## src/rtl/cnn_buf_pkg.sv

```systemverilog
// Shared defaults, payload types and window layout helper for the conv front-end line buffer.
package cnn_buf_pkg;

    localparam int unsigned DEF_KER_X     = 3;
    localparam int unsigned DEF_KER_Y     = 3;
    localparam int unsigned DEF_STRIDE_X  = 1;
    localparam int unsigned DEF_STRIDE_Y  = 1;
    localparam int unsigned DEF_NBITS     = 8;
    localparam int unsigned DEF_NFMAPS    = 3;
    localparam int unsigned DEF_MAX_WIDTH = 64;

    localparam int unsigned WORD_W = DEF_NFMAPS * DEF_NBITS;
    localparam int unsigned WIN_W  = DEF_NFMAPS * DEF_KER_Y * DEF_KER_X * DEF_NBITS;

    typedef logic [WORD_W-1:0] pix_t;
    typedef pix_t win_t [DEF_KER_Y][DEF_KER_X];

    // Bit offset of element (channel f, window row r, window column c) in the flat window bus.
    function automatic int unsigned win_offset(
        input int unsigned f,
        input int unsigned r,
        input int unsigned c,
        input int unsigned ker_x,
        input int unsigned ker_y,
        input int unsigned nbits
    );
        return ((f * ker_y + r) * ker_x + c) * nbits;
    endfunction

endpackage

```

## src/rtl/window_line_buffer_line_store.sv

```systemverilog
// Cascaded line memories: combinational read of every line at one column, then write-back
// shifts that column one line older and stores the new pixel in line 0.
module line_store #(
    parameter int unsigned NLINES = 2,
    parameter int unsigned DEPTH  = 64,
    parameter int unsigned AW     = 6,
    parameter int unsigned PIX_W  = 24
) (
    input  logic                          clk,
    input  logic                          we_i,
    input  logic [AW-1:0]                 addr_i,
    input  logic [PIX_W-1:0]              wdata_i,
    output logic [NLINES-1:0][PIX_W-1:0]  rdata_o
);

    logic [PIX_W-1:0] mem_q [NLINES][DEPTH];

    always_comb begin
        for (int unsigned k = 0; k < NLINES; k++) begin
            rdata_o[k] = mem_q[k][addr_i];
        end
    end

    always_ff @(posedge clk) begin
        if (we_i) begin
            mem_q[0][addr_i] <= wdata_i;
            for (int unsigned k = 1; k < NLINES; k++) begin
                mem_q[k][addr_i] <= mem_q[k-1][addr_i];
            end
        end
    end

endmodule

```

## src/rtl/window_line_buffer.sv

```systemverilog
// Streaming KER_X x KER_Y sliding-window generator with runtime image size, X/Y strides
// and valid/ready on both sides; one output register, one window per cycle at full rate.
module window_line_buffer
    import cnn_buf_pkg::*;
#(
    parameter int unsigned KER_X     = DEF_KER_X,
    parameter int unsigned KER_Y     = DEF_KER_Y,
    parameter int unsigned STRIDE_X  = DEF_STRIDE_X,
    parameter int unsigned STRIDE_Y  = DEF_STRIDE_Y,
    parameter int unsigned NBITS     = DEF_NBITS,
    parameter int unsigned NFMAPS    = DEF_NFMAPS,
    parameter int unsigned MAX_WIDTH = DEF_MAX_WIDTH,
    parameter int unsigned CW        = $clog2(MAX_WIDTH + 1)
) (
    input  logic                                clk,
    input  logic                                rstn,
    input  logic [CW-1:0]                       cfg_width,
    input  logic [CW-1:0]                       cfg_height,
    input  logic                                flush,
    input  logic                                in_valid,
    output logic                                in_ready,
    input  logic [NFMAPS*NBITS-1:0]             in_pix,
    output logic                                out_valid,
    input  logic                                out_ready,
    output logic [NFMAPS*KER_Y*KER_X*NBITS-1:0] out_win,
    output logic                                out_last,
    output logic                                cfg_err
);

    localparam int unsigned PIX_W  = NFMAPS * NBITS;
    localparam int unsigned NLINES = (KER_Y > 1) ? KER_Y - 1 : 1;
    localparam int unsigned AW     = (MAX_WIDTH > 1) ? $clog2(MAX_WIDTH) : 1;
    localparam int unsigned SXW    = $clog2(STRIDE_X + 1);
    localparam int unsigned SYW    = $clog2(STRIDE_Y + 1);
    localparam int unsigned CW1    = CW + 1;

    logic [CW-1:0]  col_q, col_d, row_q, row_d;
    logic [CW-1:0]  width_q, width_d, height_q, height_d;
    logic [CW-1:0]  eff_w, eff_h;
    logic [SXW-1:0] sx_q, sx_d, sx_cur;
    logic [SYW-1:0] sy_q, sy_d, sy_cur;
    logic           out_valid_q, out_valid_d, out_last_q, out_last_d, cfg_err_q, cfg_err_d;
    logic           accept, frame_start, bad_cfg, col_end, row_end, emit;
    logic           last_row, last_col, line_we;

    logic [PIX_W-1:0]             win_q   [KER_Y][KER_X];
    logic [PIX_W-1:0]             win_d   [KER_Y][KER_X];
    logic [PIX_W-1:0]             new_col [KER_Y];
    logic [NLINES-1:0][PIX_W-1:0] line_rd;

    assign in_ready  = !out_valid_q || out_ready;
    assign out_valid = out_valid_q;
    assign out_last  = out_last_q;
    assign cfg_err   = cfg_err_q;
    assign accept    = in_valid && in_ready;

    // Image size is taken straight from the inputs on the first pixel of a frame.
    assign frame_start = (col_q == '0) && (row_q == '0);
    assign eff_w       = frame_start ? cfg_width  : width_q;
    assign eff_h       = frame_start ? cfg_height : height_q;
    assign bad_cfg     = frame_start && ((cfg_width < CW'(KER_X)) ||
                                         (cfg_width > CW'(MAX_WIDTH)) ||
                                         (cfg_height < CW'(KER_Y)));
    assign col_end     = (col_q == eff_w - CW'(1));
    assign row_end     = (row_q == eff_h - CW'(1));

    assign sx_cur   = (col_q == CW'(KER_X - 1)) ? '0 : sx_q;
    assign sy_cur   = (row_q == CW'(KER_Y - 1)) ? '0 : sy_q;
    assign emit     = !cfg_err_q && !bad_cfg &&
                      (row_q >= CW'(KER_Y - 1)) && (col_q >= CW'(KER_X - 1)) &&
                      (sx_cur == '0) && (sy_cur == '0);
    // Last emitted position: one more stride step would fall off the image.
    assign last_row = ({1'b0, row_q} + CW1'(STRIDE_Y)) >= {1'b0, eff_h};
    assign last_col = ({1'b0, col_q} + CW1'(STRIDE_X)) >= {1'b0, eff_w};
    assign line_we  = accept && !flush && (col_q < CW'(MAX_WIDTH));

    if (KER_Y > 1) begin : g_lines
        line_store #(
            .NLINES (NLINES),
            .DEPTH  (MAX_WIDTH),
            .AW     (AW),
            .PIX_W  (PIX_W)
        ) u_line_store (
            .clk     (clk),
            .we_i    (line_we),
            .addr_i  (col_q[AW-1:0]),
            .wdata_i (in_pix),
            .rdata_o (line_rd)
        );
    end else begin : g_no_lines
        assign line_rd = '0;
    end

    // Incoming column: oldest line at r=0, the new pixel at the bottom.
    always_comb begin
        for (int unsigned r = 0; r < KER_Y; r++) begin
            new_col[r] = in_pix;
        end
        for (int unsigned k = 0; k + 1 < KER_Y; k++) begin
            new_col[KER_Y - 2 - k] = line_rd[k];
        end
    end

    always_comb begin
        col_d       = col_q;
        row_d       = row_q;
        sx_d        = sx_q;
        sy_d        = sy_q;
        width_d     = width_q;
        height_d    = height_q;
        out_valid_d = out_valid_q;
        out_last_d  = out_last_q;
        cfg_err_d   = cfg_err_q;
        win_d       = win_q;
        if (flush) begin
            col_d       = '0;
            row_d       = '0;
            sx_d        = '0;
            sy_d        = '0;
            out_valid_d = 1'b0;
            out_last_d  = 1'b0;
        end else if (accept) begin
            if (frame_start) begin
                width_d  = cfg_width;
                height_d = cfg_height;
            end
            if (bad_cfg) begin
                cfg_err_d = 1'b1;
            end
            out_valid_d = emit;
            out_last_d  = emit && last_row && last_col;
            for (int unsigned r = 0; r < KER_Y; r++) begin
                for (int unsigned c = 0; c + 1 < KER_X; c++) begin
                    win_d[r][c] = win_q[r][c + 1];
                end
                win_d[r][KER_X - 1] = new_col[r];
            end
            sx_d = (sx_cur == SXW'(STRIDE_X - 1)) ? '0 : sx_cur + SXW'(1);
            if (col_end) begin
                col_d = '0;
                sx_d  = '0;
                sy_d  = (sy_cur == SYW'(STRIDE_Y - 1)) ? '0 : sy_cur + SYW'(1);
                if (row_end) begin
                    row_d = '0;
                    sy_d  = '0;
                end else begin
                    row_d = row_q + CW'(1);
                end
            end else begin
                col_d = col_q + CW'(1);
            end
        end else if (out_ready) begin
            out_valid_d = 1'b0;
            out_last_d  = 1'b0;
        end
    end

    always_ff @(posedge clk or negedge rstn) begin
        if (!rstn) begin
            col_q       <= '0;
            row_q       <= '0;
            sx_q        <= '0;
            sy_q        <= '0;
            width_q     <= '0;
            height_q    <= '0;
            out_valid_q <= 1'b0;
            out_last_q  <= 1'b0;
            cfg_err_q   <= 1'b0;
            for (int unsigned r = 0; r < KER_Y; r++) begin
                for (int unsigned c = 0; c < KER_X; c++) begin
                    win_q[r][c] <= '0;
                end
            end
        end else begin
            col_q       <= col_d;
            row_q       <= row_d;
            sx_q        <= sx_d;
            sy_q        <= sy_d;
            width_q     <= width_d;
            height_q    <= height_d;
            out_valid_q <= out_valid_d;
            out_last_q  <= out_last_d;
            cfg_err_q   <= cfg_err_d;
            win_q       <= win_d;
        end
    end

    // The window register only moves on accepted pixels, so it doubles as the held output.
    for (genvar f = 0; f < NFMAPS; f++) begin : g_f
        for (genvar r = 0; r < KER_Y; r++) begin : g_r
            for (genvar c = 0; c < KER_X; c++) begin : g_c
                assign out_win[win_offset(f, r, c, KER_X, KER_Y, NBITS) +: NBITS] =
                    win_q[r][c][f*NBITS +: NBITS];
            end
        end
    end

endmodule

```

## config.mk

```make
export PLATFORM = sky130hd
export DESIGN_NAME = window_line_buffer
export DESIGN_NICKNAME = d
export VERILOG_FILES = /design/src/rtl/cnn_buf_pkg.sv /design/src/rtl/window_line_buffer_line_store.sv /design/src/rtl/window_line_buffer.sv
export SDC_FILE = /design/constraint.sdc
export NUM_CORES = 2
export LEC_CHECK = 0
export ABC_AREA = 1
export BUFFER_PORTS_ARGS = -buffer_cell sky130_fd_sc_hd__buf_2
export CAP_MARGIN = 20
export CORE_UTILIZATION = 45
export CTS_BUF_LIST = sky130_fd_sc_hd__clkbuf_4 sky130_fd_sc_hd__clkbuf_8
export DETAILED_ROUTE_END_ITERATION = 8
export SLEW_MARGIN = 0
export SYNTH_ARGS = -nofsm -noshare
export SYNTH_HDL_FRONTEND = slang
export SYNTH_HIERARCHICAL = 1
export SYNTH_SLANG_ARGS = --single-unit
```

## constraint.sdc

```tcl
create_clock -name clk -period 10.6 [get_ports clk]
set_input_delay 0.53 -clock clk [delete_from_list [all_inputs] [get_ports clk]]
set_output_delay 0.53 -clock clk [all_outputs]
set_load 0.03 [all_outputs]
```

==> reports/summary.log <==
INFO  synthesis      synth.most_common_cell=nand2_1
INFO  setup_path     r2r_cells=14
INFO  routing        drt-initial-drc-count=10900
INFO  timing         setup_viol_count_final=0
INFO  placement      port-buffer-count=262
INFO  power          power.clock.fraction=27.6%
INFO  synthesis      synthesis.nets=13900
INFO  synthesis      postSynth.topFlopCell=edfxtp_1
INFO  timing         maxSlewHeadroom=20.1%
INFO  setup_path     timing.critical_path.cells=buf_4 > buf_4 > buf_4 > nand2_1 > nand2_1 > nand2_1 > nand2_1 > nand2_1 > nand2_1 > nand2_1 > nand2_1 > nor2_1 > nand2_2 > buf_4
INFO  global_route   grt_pass1_vias=91100
INFO  placement      gp_congestion=0.842
INFO  power          power-per-cell-area=256nW/um^2
INFO  global_route   grt_antenna_before_repair=10
INFO  synthesis      asyncSetResetFlopFracSynth=7.44%
INFO  placement      dpl.hpwl=229000um
INFO  timing         setup_repair_after_global_routing_missed_its_margin=no
INFO  floorplan      fp-row-count=203
INFO  setup_path     critical_path_fanout_max=65
INFO  cells_and_area num-nets-final=14300
INFO  run_status     outcome=finished, final reports clean
INFO  clock_network  post-cts-setup-buffer-count=0
INFO  clock_network  tritoncts_num_sinks=3319
INFO  routing        via_count=97300
INFO  floorplan      chipHeight=559um
INFO  setup_path     cp.required=11270ps
INFO  setup_path     crit_path_max_incr_delay=1050ps
INFO  setup_path     setup.worst_path.start_class=flop
INFO  synthesis      yosys_register_bits=3319
INFO  synthesis      synth_area_leaders=edfxtp_1, nand2_1, dfrtp_1
INFO  routing        post-route-drc-count=0
INFO  timing         worst_pin_slew=1200ps
INFO  power          power_report.internal_total=25.0mW
INFO  setup_path     worstPathArrival=5950ps
INFO  clock_network  cts.path.max_buffers=4
INFO  clock_network  buffer_type_at_the_clock_tree_root=clkbuf_8
INFO  floorplan      dieWidth=559um
INFO  setup_path     top_delay_family_on_crit_path=buffers and inverters
INFO  synthesis      post_synth_edffs=3072
INFO  clock_network  tritoncts=built
INFO  hold_path      min-delay-start=in_pix[0]
INFO  global_route   globalRouteOverflowTotal=0
INFO  synthesis      synth_largest_area_cell=edfxtp_1
INFO  setup_path     cp-end-kind=flop
INFO  cells_and_area layout-drive-gt1-share=10.4%
INFO  synthesis      synth.distinct_cells=39
INFO  floorplan      core-area=307000squm
INFO  setup_path     crit_type=reg2reg
INFO  synthesis      netlist_area=139000squm
INFO  synthesis      synth.avg_cell_area=10.1squm
INFO  routing        route.detailed.vias_per_inst=5.19
INFO  synthesis      post_synth_most_frequent_cells=nand2_1, edfxtp_1, buf_2
INFO  power          netSwitchingPower=15.1mW
INFO  hold_path      hold_path_depth=2
INFO  setup_path     critical_path.n_buffers_inverters=4
INFO  power          vdd_drop_max=0.000198V
INFO  routing        avgRoutedWirePerCell=22.8um
INFO  global_route   grt_max_degree=152
INFO  setup_path     critPathLaunch=col_q[0]$_DFFE_PN0P_
INFO  global_route   grt_usage=27.0%
INFO  floorplan      floorplan.initialDensity=45.4%
INFO  timing         slew_viol_final=0
INFO  clock_network  clk_latency=1070ps
INFO  synthesis      synthesis.instances=13800
INFO  power          switching_share_of_power=37.7%
INFO  routing        drt_pass_1_iters=7
INFO  timing         setup_tns=0ps
INFO  timing         maximum_clock_frequency=0.189GHz
INFO  clock_network  cts_max_level=6
INFO  setup_path     launching_point_of_the_worst_reg2reg_path=col_q[0]$_DFFE_PN0P_
INFO  cells_and_area area_growth_syn_to_layout=12.1%
INFO  cells_and_area layout.filler_cells=27700
INFO  clock_network  numCtsBuffers=555
INFO  hold_path      timing.hold.worst.class=in2reg
INFO  power          seqPwrFrac=41.1%
INFO  setup_path     crit_cells=14
INFO  timing         final_period_minus_worst_setup_slack=5280ps
INFO  routing        route.antenna.remaining_nets=0
INFO  synthesis      yosys_warnings=6
INFO  synthesis      netlist.area_leader.share=66.2%
INFO  routing        drt-total-wl=427000um
INFO  floorplan      floorplan.die_area=312000squm
INFO  timing         layout_worst_path_cycle_share=49.8%
INFO  power          power.static_leakage=66.8nW
INFO  synthesis      synth_sequential_area_ratio=70.6%
INFO  power          fin_total_pwr=40.0mW
INFO  setup_path     cell_repeated_most_along_the_worst_path=nand2_1
INFO  flow_run       maxCapViolations=0
INFO  clock_network  clk_pin_slew=60ps
INFO  global_route   grt_pass1_wl=616000um
INFO  floorplan      io_pins=263
INFO  timing         hold_viol_final=0
INFO  timing         worst_clock_skew=77.6ps
INFO  setup_path     slowest_stage=dfrtp_4
INFO  power          power.combinational.fraction=31.2%
[per-stage QoR]
step | area (sq um) | cells | setup WS [ps] | utilization [%] | hold slack [ps]
6_report | 156000 | 18700 | 5320 | 50.9 | 73.4
5_1_grt | 156000 | 18700 | 5140 | 50.9 | 49.1
4_1_cts | 156000 | 18700 | 5410 | 50.9 | 1.21
3_5_place_dp | 145000 | 17800 | 5130 | 47.4 | 467
3_3_place_gp | 145000 | 17800 | 5270 | 47.3 | 460
2_1_floorplan | 139000 | 13800 | 4480 | - | 234
[per-layer routing]
layer	GRT usage [%]	routed length, um	vias to the layer above
met3	4.34	36100	624
met1	37.8	182000	47100
li1	-	-	45400
met4	8.53	12100	0
met5	0	0	-
met2	43.0	197000	4160
[cell usage in the layout, fill, tap and decap left out, drive strengths merged, types with 6 or more instances in the layout]
master and instances:
nor3 15, inv 198, dlygate4sd3 18, dfrtp 247, clkbuf 793, o211ai 8, nand3b 7, buf 513
a21oi 6, nand3 56, nand2 9127, o21ai 178, nor2 202, edfxtp 3072, ha 22, clkinvlp 15
clkinv 125, bufinv 6, xor2 10
[layout make-up]
| cell class | instances | area, sq um | share of cell area [%] |
|---|---|---|---|
| Sequential cell | 3319 | 98400 | 63.0 |
| Antenna cell | 4 | 10.0 | 0.00640 |
| Tap cell | 4100 | 5130 | 3.28 |
| Timing Repair Buffer | 531 | 3730 | 2.38 |
| Inverter | 182 | 713 | 0.456 |
| Multi-Input combinational cell | 9654 | 37700 | 24.1 |
| Clock buffer | 793 | 9610 | 6.15 |
| Clock inverter | 162 | 953 | 0.610 |
[registers in the layout, indices dropped and copies added (netlist names)]
name                        count
out_last                        1
out_win                       216
row_q                           7
col_q                           7
g_lines.u_line_store/mem_q   3072
out_valid                       1
height_q                        7
cfg_err                         1
width_q                         7
[power groups by stage]
stage               sequential [mW]  clock (mW)  combinational, mW
CTS                            16.5        11.2               12.4
global route                   16.5        11.8               13.9
finish                         16.5        11.1               12.5
detailed placement             16.7           0               12.4
floorplan                      17.2           0               7.70
global placement               16.7           0               12.3
[final timing paths]
check	slack (ps)	end
max in group asynchronous	8770	out_win[103]$_DFFE_PN0P_
min in group asynchronous	180	out_win[26]$_DFFE_PN0P_
setup / recovery	5320	g_lines.u_line_store/mem_q[0][2764]$_DFFE_PP_
hold reg to reg	480	out_win[194]$_DFFE_PN0P_
hold / removal	70	g_lines.u_line_store/mem_q[0][1344]$_DFFE_PP_
setup reg to reg	5320	g_lines.u_line_store/mem_q[0][2764]$_DFFE_PP_
[cells by family after synthesis]
family / after synthesis / synth area share (%)
and+or+nand+nor: 9418 / 25.6
buffers and inverters: 873 / 2.78
DFF: 3319 / 70.6
adders and majority gates: 22 / 0.197
AOI/OAI and AO/OA: 204 / 0.771
xor gates and xnor gates: 10 / 0.0628
[what timing repair did]
item                                   4_1_cts  5_1_grt
resized for setup                            0        0
setup endpoints to repair                    0        0
hold buffers                                18        0
endpoints found under the hold margin      182        0
Power figures use the tool's default switching activity.
